`src/rtl/key_debounce.sv`:
```
// Five-channel push-button debouncer with a fixed-priority press-pulse issuer.
// Each channel: 2-flop synchronizer, stable-level filter, pending bit; one pulse per accepted press.
module key_debounce #(
  parameter int unsigned DEBOUNCE_MS = 20
) (
  input  logic clk_1kHz,
  input  logic rst_n,
  input  logic btn_7,
  input  logic btn_6,
  input  logic btn_5,
  input  logic btn_4,
  input  logic btn_0,
  output logic btn_7_out,
  output logic btn_6_out,
  output logic btn_5_out,
  output logic btn_4_out,
  output logic btn_0_out,
  output logic btn_busy
);

  localparam int          NCH     = 5;
  localparam logic [7:0]  CNT_MAX = 8'(DEBOUNCE_MS - 1);

  // Channel index order is also priority order: bit 4 (btn_7) highest, bit 0 (btn_0) lowest.
  logic [NCH-1:0] raw;
  logic [NCH-1:0] sync1_q, sync2_q;
  logic [NCH-1:0] stable_q, stable_d;
  logic [NCH-1:0] pending_q, pending_d;
  logic [NCH-1:0] press;
  logic [NCH-1:0] issue;
  logic [NCH-1:0] out_q;
  logic           busy_q;
  logic [7:0]     cnt_q [NCH];
  logic [7:0]     cnt_d [NCH];

  assign raw = {btn_7, btn_6, btn_5, btn_4, btn_0};

  always_comb begin
    stable_d = stable_q;
    for (int i = 0; i < NCH; i++) begin
      cnt_d[i] = '0;
      if (sync2_q[i] != stable_q[i]) begin
        if (cnt_q[i] == CNT_MAX) begin
          stable_d[i] = sync2_q[i];
        end else begin
          cnt_d[i] = cnt_q[i] + 8'd1;
        end
      end
    end
  end

  assign press = stable_d & ~stable_q;

  // Ascending scan lets the highest pending channel overwrite lower ones.
  always_comb begin
    issue = '0;
    for (int i = 0; i < NCH; i++) begin
      if (pending_q[i]) begin
        issue = NCH'(1) << i;
      end
    end
  end

  // A press landing on the issue edge re-arms the bit, so set beats clear.
  assign pending_d = (pending_q & ~issue) | press;

  always_ff @(posedge clk_1kHz or negedge rst_n) begin
    if (!rst_n) begin
      sync1_q   <= '0;
      sync2_q   <= '0;
      stable_q  <= '0;
      pending_q <= '0;
      out_q     <= '0;
      busy_q    <= 1'b0;
      for (int i = 0; i < NCH; i++) begin
        cnt_q[i] <= '0;
      end
    end else begin
      sync1_q   <= raw;
      sync2_q   <= sync1_q;
      stable_q  <= stable_d;
      pending_q <= pending_d;
      out_q     <= issue;
      busy_q    <= |pending_d;
      for (int i = 0; i < NCH; i++) begin
        cnt_q[i] <= cnt_d[i];
      end
    end
  end

  assign btn_7_out = out_q[4];
  assign btn_6_out = out_q[3];
  assign btn_5_out = out_q[2];
  assign btn_4_out = out_q[1];
  assign btn_0_out = out_q[0];
  assign btn_busy  = busy_q;

endmodule

```
`config.mk`:
```
export PLATFORM = sky130hd
export DESIGN_NAME = key_debounce
export DESIGN_NICKNAME = d
export VERILOG_FILES = /design/src/rtl/key_debounce.sv
export SDC_FILE = /design/constraint.sdc
export NUM_CORES = 1
export LEC_CHECK = 0
export ABC_AREA = 1
export BUFFER_PORTS_ARGS = -buffer_cell sky130_fd_sc_hd__buf_4
export CAP_MARGIN = 15
export CORE_MARGIN = 2
export CORE_UTILIZATION = 38
export CTS_BUF_LIST = sky130_fd_sc_hd__clkbuf_16
export CTS_CLUSTER_SIZE = 16
export DETAILED_ROUTE_END_ITERATION = 16
export GPL_ROUTABILITY_DRIVEN = 0
export GPL_TIMING_DRIVEN = 0
export HOLD_SLACK_MARGIN = 0.12
export SKIP_CTS_REPAIR_TIMING = 1
export SLEW_MARGIN = 20
export SYNTH_ARGS = -nofsm -noshare
export SYNTH_HDL_FRONTEND = slang
export SYNTH_SLANG_ARGS = --single-unit
```
`constraint.sdc`:
```
create_clock -name clk_1kHz -period 1.5 [get_ports clk_1kHz]
set_input_delay 0.3 -clock clk_1kHz [delete_from_list [all_inputs] [get_ports clk_1kHz]]
set_output_delay 0.3 -clock clk_1kHz [all_outputs]
set_load 0.03 [all_outputs]
```
======== After elaboration in Yosys (flattened, before gate mapping) ========
Cells that the tools add are included.
cells by class
  magnitude comparators ................... 0
  reduce and logical (&&, ||, !) cells .... 1
  eq/ne operators ......................... 10
  $mul .................................... 0
  $add $sub $neg .......................... 5
  divide/modulo/power cells ............... 0
  bitwise operators ....................... 5
  shifts and indexed selects .............. 0
  muxes and demuxes ....................... 25
operators by type and width
  cell                                                 count
  two-way mux 8 bit                                    10
  adder 8 x 1 -> 8 bit, second input constant          5
  equality test 8 x 5 -> 1 bit, second input constant  5
  two-way mux 5 bit                                    4
  two-way mux 1 bit                                    11
  AND 5 bit                                            2
  NOT 5 bit                                            2
  != test 1 bit                                        5
  OR 5 bit                                             1
  OR reduction 5 bit                                   1
storage, ports and cells
  output and inout port bits .............. 6
  bits in writable memories ............... 0
  bits in latches ......................... 0
  bits in registers ....................... 66
  bits in read-only memories .............. 0
  memories kept ........................... 0

======== Logic depth before layout (Yosys ltp) ========
Gate-level depths: netlist (run 1).
  depth in word-level cells ............... 9
  mapped depth ............................ 8
  mapped depth without buffers ............ 8

======== Worst setup path after synthesis (run 1) ========
No wires, ideal clock.
  path kind ............................... register to register
  start point ............................. register cnt_q[8] (netlist name)
  end point ............................... register cnt_q[12] (netlist name)
  path slack .............................. 0.275 ns
  library setup time ...................... 0.121 ns
  arrival ................................. 1.105 ns
  buffers on the path ..................... 0
  stages on the path, launching flop included .. 6
  period minus slack after synthesis ...... 1.225 ns
  cell sequence ........................... dfrtp_1 > ha_1 > nor3b_1 > nand2_1 > nand2_2 > nor2_1
RTL lines
  element                            line  text
  from (decl)                        33    logic [7:0] cnt_q [NCH];
  from (signal, indexed assignment)  86    cnt_q[i] <= cnt_d[i];

==> flow_summary.toml, run 1 <==
[outcome]
status = "finished clean"

[synth]
syn_avg_cell_area_sq_um = 9.66
synth_largest_area_cell = "dfrtp_1"
ys_ff_latch = 66
synth_cell_types = 24
synth_common_cells = "dfrtp_1 (66), nor2_1 (57), nand2_1 (46)"
synth-main-ff-cell = "dfrtp_1"
yosysMostFrequentCell = "dfrtp_1"
netlist_area_sq_um = 2830
synth_top_area_share_pct = 58.4
syn_nets = 305
synthCells = 293
synthTopCellsByArea = "dfrtp_1 (58%), nor2_1 (7.6%), nand2_1 (6.1%)"
async_reset_ff_share_pct = 100
yosysSeqAreaShare_pct = 58.4
yosysWarnings = 0
synth_edf_count = 0

[die]
die_y_um = 90.3
die_w_um = 90.3
ioPinCount = 13
initial_utilization_pct = 39.2
fp-row-count = 31
core_sq_um = 7210
dieArea_sq_um = 8150

[power_and_ir_drop]
ir_worst_vdd_mv = 0.645
total_power_w = 0.00374
powerDensity_nw_per_um2 = 1120
p_leak_nw = 1.63

[setup_path]
crit_path_cell_trace = "ha_1, nor3b_2, nand2_1, nand2_2, nor3b_2"
cp_max_fo = 7
path_class = "reg2reg"
endpoint_kind = "flop"
arrival_ns = 1.61
slowest_stage = "dfrtp_1"
path_common_cell = "nor3b_2"
required_ns = 1.74
crit_buf_inv = 0
crit_family = "simple AND/OR/NAND/NOR gates"
cp-start-kind = "flop"
max_stage_delay_ns = 0.40

[detailed_routing]
vias = 1879
vias_per_cell = 4.45
first_pass_iters = 5
wire_per_inst_um = 10.8
wl_um = 4550
ant_nets = 0
initialDrtViolationCount = 53
drcViolationCount = 0

[timing]
rsz0062_at_grt = "no"
tightest_slew_ns = 0.809
min_period_ns = 1.37
fin_ws_ns = 0.131
setup_violations = 0
fin_tns_setup_ns = 0
slew_headroom_pct = 46.0
fmax_mhz = 731
hold_viol_final = 0
finClkSkew_ns = 0.00593
fin_crit_sh_pct = 91.2
slew_violations = 0

[clock_network]
cts_root_buf = "clkbuf_16"
cts_buffers = 9
insertion_delay_ns = 0.32
cts.htree.levels = 3
clkTransAtPathRegs_ns = 0.05
cts_tree = "done"
clockBufferDepth = 2
cts.sinks = 66

[cells_and_area]
nFillCells = 710
final_core_util_pct = 46.4
antenna_cells = 0
syn_to_final_growth_pct = 18.3
drive_above_1_share_pct = 14.6
num-nets-final = 333

[run]
drv_cap = 0

[global_route]
antenna_found_initial = 0
first_global_vias = 1870
overflow = 0
grt_pass1_wl_um = 8190
grt_start_max_net_pins = 67
grt_usage_pct = 12.7

[place]
port-buffer-count = 12
pre_cts_ws_ns = 0.0706
hpwlAfterDp_um = 3040

[worst_hold_path]
worst_hold_path_type = "in2async"
-- placed cells by master, fill, tap and decap left out, types with 3 or more instances in the layout --
cell type / n
dfrtp_1: 66
nand4_1: 9
inv_1: 40
o21ai_1: 3
ha_1: 4
nor3_1: 3
nand3_2: 4
o21ai_0: 4
nand2_2: 3
nand4_2: 3
a21oi_1: 5
xor2_1: 12
clkbuf_16: 9
nand2_1: 46
nor2_1: 57
dlygate4sd3_1: 5
nand3_1: 10
nor2_2: 6
buf_4: 12
xnor2_1: 7
-- metrics by stage --
| step | hold slack (ns) | instance area, sq um | std cells |
|---|---|---|---|
| 3_5_place_dp | 0.335 | 3040 | 404 |
| 5_1_grt | 0.164 | 3350 | 422 |
| 6_report | 0.0629 | 3350 | 422 |
| 4_1_cts | 0.0727 | 3280 | 417 |
| 3_3_place_gp | 0.335 | 3040 | 404 |
| 2_1_floorplan | 0.00441 | 2830 | 293 |
-- state kept, by name (all words and copies together) (netlist names) --
name	count
cnt_q	40
out_q	5
pending_q	5
stable_q	5
sync1_q	5
sync2_q	5
btn_busy	1
-- area by class of cell --
cell class	count	area [sq um]	share of cell area, %
Clock inverter	4	16.3	0.486
Sequential cell	66	1650	49.3
Clock buffer	9	225	6.73
Tap cell	99	124	3.70
Multi-Input combinational cell	190	1050	31.4
Timing Repair Buffer	17	140	4.19
Inverter	37	139	4.15
-- worst paths after layout --
| path | startpoint | end | slack (ns) | depth (start not counted) |
|---|---|---|---|---|
| max | cnt_q[8]$_DFF_PN0_ | cnt_q[11]$_DFF_PN0_ | 0.13 | 5 |
| min | rst_n | cnt_q[8]$_DFF_PN0_ | 0.06 | 1 |
| max reg2reg | cnt_q[8]$_DFF_PN0_ | cnt_q[11]$_DFF_PN0_ | 0.13 | 5 |
| min reg2reg | sync1_q[1]$_DFF_PN0_ | sync2_q[1]$_DFF_PN0_ | 0.34 | 0 |
| max in group asynchronous | rst_n | cnt_q[36]$_DFF_PN0_ | 0.89 | 1 |
| min in group clk_1kHz | sync1_q[1]$_DFF_PN0_ | sync2_q[1]$_DFF_PN0_ | 0.34 | 0 |
-- routing by layer --
metal | vias to the layer above | part of all wire (%) | GRT usage (%)
li1 | 978 | - | -
met1 | 881 | 47 | 14.9
met2 | 16 | 49 | 21.4
met3 | 4 | 2.6 | 4.92
met4 | 0 | 1.0 | 4.62
met5 | - | 0 | 0
-- power breakdown --
group          switching (W)  internal (W)  leakage [nW]  total [W]
Clock               0.000651       0.00106         0.131    0.00172
Combinational      0.0000964     0.0000626         0.612   0.000159
Sequential         0.0000399       0.00183         0.886    0.00187
-- logic make-up after synthesis --
| group | count (synthesis) | synth area share (%) |
|---|---|---|
| AND/OR/NAND/NOR | 148 | 24.7 |
| flip-flops | 66 | 58.4 |
| buffers and inverters | 37 | 4.91 |
| XOR/XNOR | 19 | 5.88 |
| AO/OA/AOI/OAI | 18 | 3.89 |
| adder cells (fa/ha/maj) | 5 | 2.21 |
No activity file was read; power rests on OpenSTA's default activity.
==> inputs of run 2 (changes only) <==
--- a/config.mk
+++ b/config.mk
@@ -10,7 +10,7 @@
 export CAP_MARGIN = 15
 export CORE_MARGIN = 2
 export CORE_UTILIZATION = 38
-export CTS_BUF_LIST = sky130_fd_sc_hd__clkbuf_16
+export CTS_BUF_LIST = sky130_fd_sc_hd__clkbuf_4 sky130_fd_sc_hd__clkbuf_8
 export CTS_CLUSTER_SIZE = 16
 export DETAILED_ROUTE_END_ITERATION = 16
 export GPL_ROUTABILITY_DRIVEN = 0
==> run 2 against run 1 <==
Sequential share of layout area up 1.4 points. Sequential power about the same. Utilization down 1.2 points. Largest cell class unchanged. Design area down 2.7%. Sequential cell count unchanged. Critical path type unchanged.
==> flow_summary.toml, run 2 (same netlist as run 1, synthesis figures left out) <==
[detailed_routing]
first_pass_iters = 4
vias = 1880
vias_per_cell = 4.45
wl_um = 4430
initialDrtViolationCount = 67
drcViolationCount = 0
wire_per_inst_um = 10.5
ant_nets = 0

[outcome]
status = "finished clean"

[die]
initial_utilization_pct = 39.2
die_w_um = 90.3
die_y_um = 90.3
ioPinCount = 13
dieArea_sq_um = 8150
core_sq_um = 7210
fp-row-count = 31

[cells_and_area]
final_core_util_pct = 45.1
multi_input_area_sq_um = 1050
nFillCells = 714
num-nets-final = 333
drive_above_1_share_pct = 15.5
final_common_cell = "dfrtp_1"
syn_to_final_growth_pct = 15.1
largest_register_ffs = 40
register_area_sq_um = 1650
top_register = "cnt_q"
mostFrequentLayoutCells = "dfrtp_1 (66), nor2_1 (57), nand2_1 (46)"
antenna_cells = 0

[setup_path]
crit_path_cell_trace = "ha_1, nor3b_2, nand2_1, nand2_2, nor3b_2"
ff2ff_setup_slack_ns = 0.13
path_common_cell = "nor3b_2"
endpoint_kind = "flop"
path_class = "reg2reg"
cp_max_fo = 7
cp-start-kind = "flop"
crit_family = "simple AND/OR/NAND/NOR gates"
slowest_stage = "dfrtp_1"
required_ns = 1.75
crit_buf_inv = 0
max_stage_delay_ns = 0.40
arrival_ns = 1.63

[timing]
fin_tns_setup_ns = 0
finClkSkew_ns = 0.00752
rsz0062_at_grt = "no"
min_period_ns = 1.37
fin_crit_sh_pct = 91.5
setup_violations = 0
fmax_mhz = 729
slew_violations = 0
hold_viol_final = 0
tightest_slew_ns = 0.804
slew_headroom_pct = 46.4

[clock_network]
cts_tree = "done"
clkTransAtPathRegs_ns = 0.07
cts_root_buf = "clkbuf_8"
cts.htree.levels = 3
insertion_delay_ns = 0.33
clockBufferDepth = 2
cts_buffers = 9
cts.sinks = 66

[global_route]
overflow = 0
grt_pass1_wl_um = 8070
grt_start_max_net_pins = 67
antenna_found_initial = 0
grt_usage_pct = 12.5
first_global_vias = 1842

[power_and_ir_drop]
p_leak_nw = 1.58
powerDensity_nw_per_um2 = 991
ir_worst_vdd_mv = 0.500

[place]
hpwlAfterDp_um = 3040
port-buffer-count = 12

[worst_hold_path]
worst_hold_path_type = "in2async"

[run]
drv_cap = 0
==> run 2: cell count changes in the layout (fill, tap and decap cells not counted) <==
cell | previous run | this run
clkbuf_16 | 9 | 0
clkbuf_8 | 0 | 9
clkbuf_4 | 0 | 3
inv_1 | 40 | 37
==> run 2: metrics by stage <==
| stage | worst slack (ns) | std cells | instance area [sq um] | hold WS [ns] | power [W] |
|---|---|---|---|---|---|
| floorplan | 0.275 | 293 | 2830 | 0.00441 | 0.00198 |
| global placement | 0.101 | 404 | 3040 | 0.335 | 0.00205 |
| detailed placement | 0.0706 | 404 | 3040 | 0.335 | 0.00205 |
| CTS | 0.0598 | 417 | 3190 | 0.0529 | 0.00329 |
| global route | 0.00889 | 422 | 3260 | 0.137 | 0.00339 |
| finish | 0.128 | 422 | 3260 | 0.0492 | 0.00323 |
==> run 2: path summary, 6_finish.rpt <==
| kind | startpoint | end | depth (start not counted) |
|---|---|---|---|
| setup / recovery | cnt_q[8]$_DFF_PN0_ | cnt_q[11]$_DFF_PN0_ | 5 |
| hold / removal | rst_n | cnt_q[8]$_DFF_PN0_ | 1 |
| setup reg to reg | cnt_q[8]$_DFF_PN0_ | cnt_q[11]$_DFF_PN0_ | 5 |
| hold reg to reg | sync1_q[1]$_DFF_PN0_ | sync2_q[1]$_DFF_PN0_ | 0 |
| max in group asynchronous | rst_n | btn_busy$_DFF_PN0_ | 1 |
| min in group clk_1kHz | sync1_q[1]$_DFF_PN0_ | sync2_q[1]$_DFF_PN0_ | 0 |
==> run 2: metal layers <==
metal	GRT usage, %	vias up	routed length (um)	share of wire (%)
li1	-	981	-	-
met1	14.8	878	2130	48
met5	0	-	0	0
met3	5.18	5	157	3.5
met2	20.7	16	2090	47
met4	3.97	0	53	1.2
==> run 2: area by class of cell <==
class	count	area share (%)
Sequential cell	66	50.7
Multi-Input combinational cell	190	32.3
Clock buffer	12	4.49
Timing Repair Buffer	17	4.30
Inverter	37	4.26
Tap cell	99	3.80
Clock inverter	1	0.154
==> run 2: report_power, final <==
group,total (W),switching (W),leakage [nW],internal (W)
Sequential,0.00187,0.0000401,0.886,0.00183
Combinational,0.000158,0.0000959,0.612,0.0000626
Clock,0.00120,0.000576,0.0824,0.000625
Total,0.00323,0.000712,1.58,0.00251
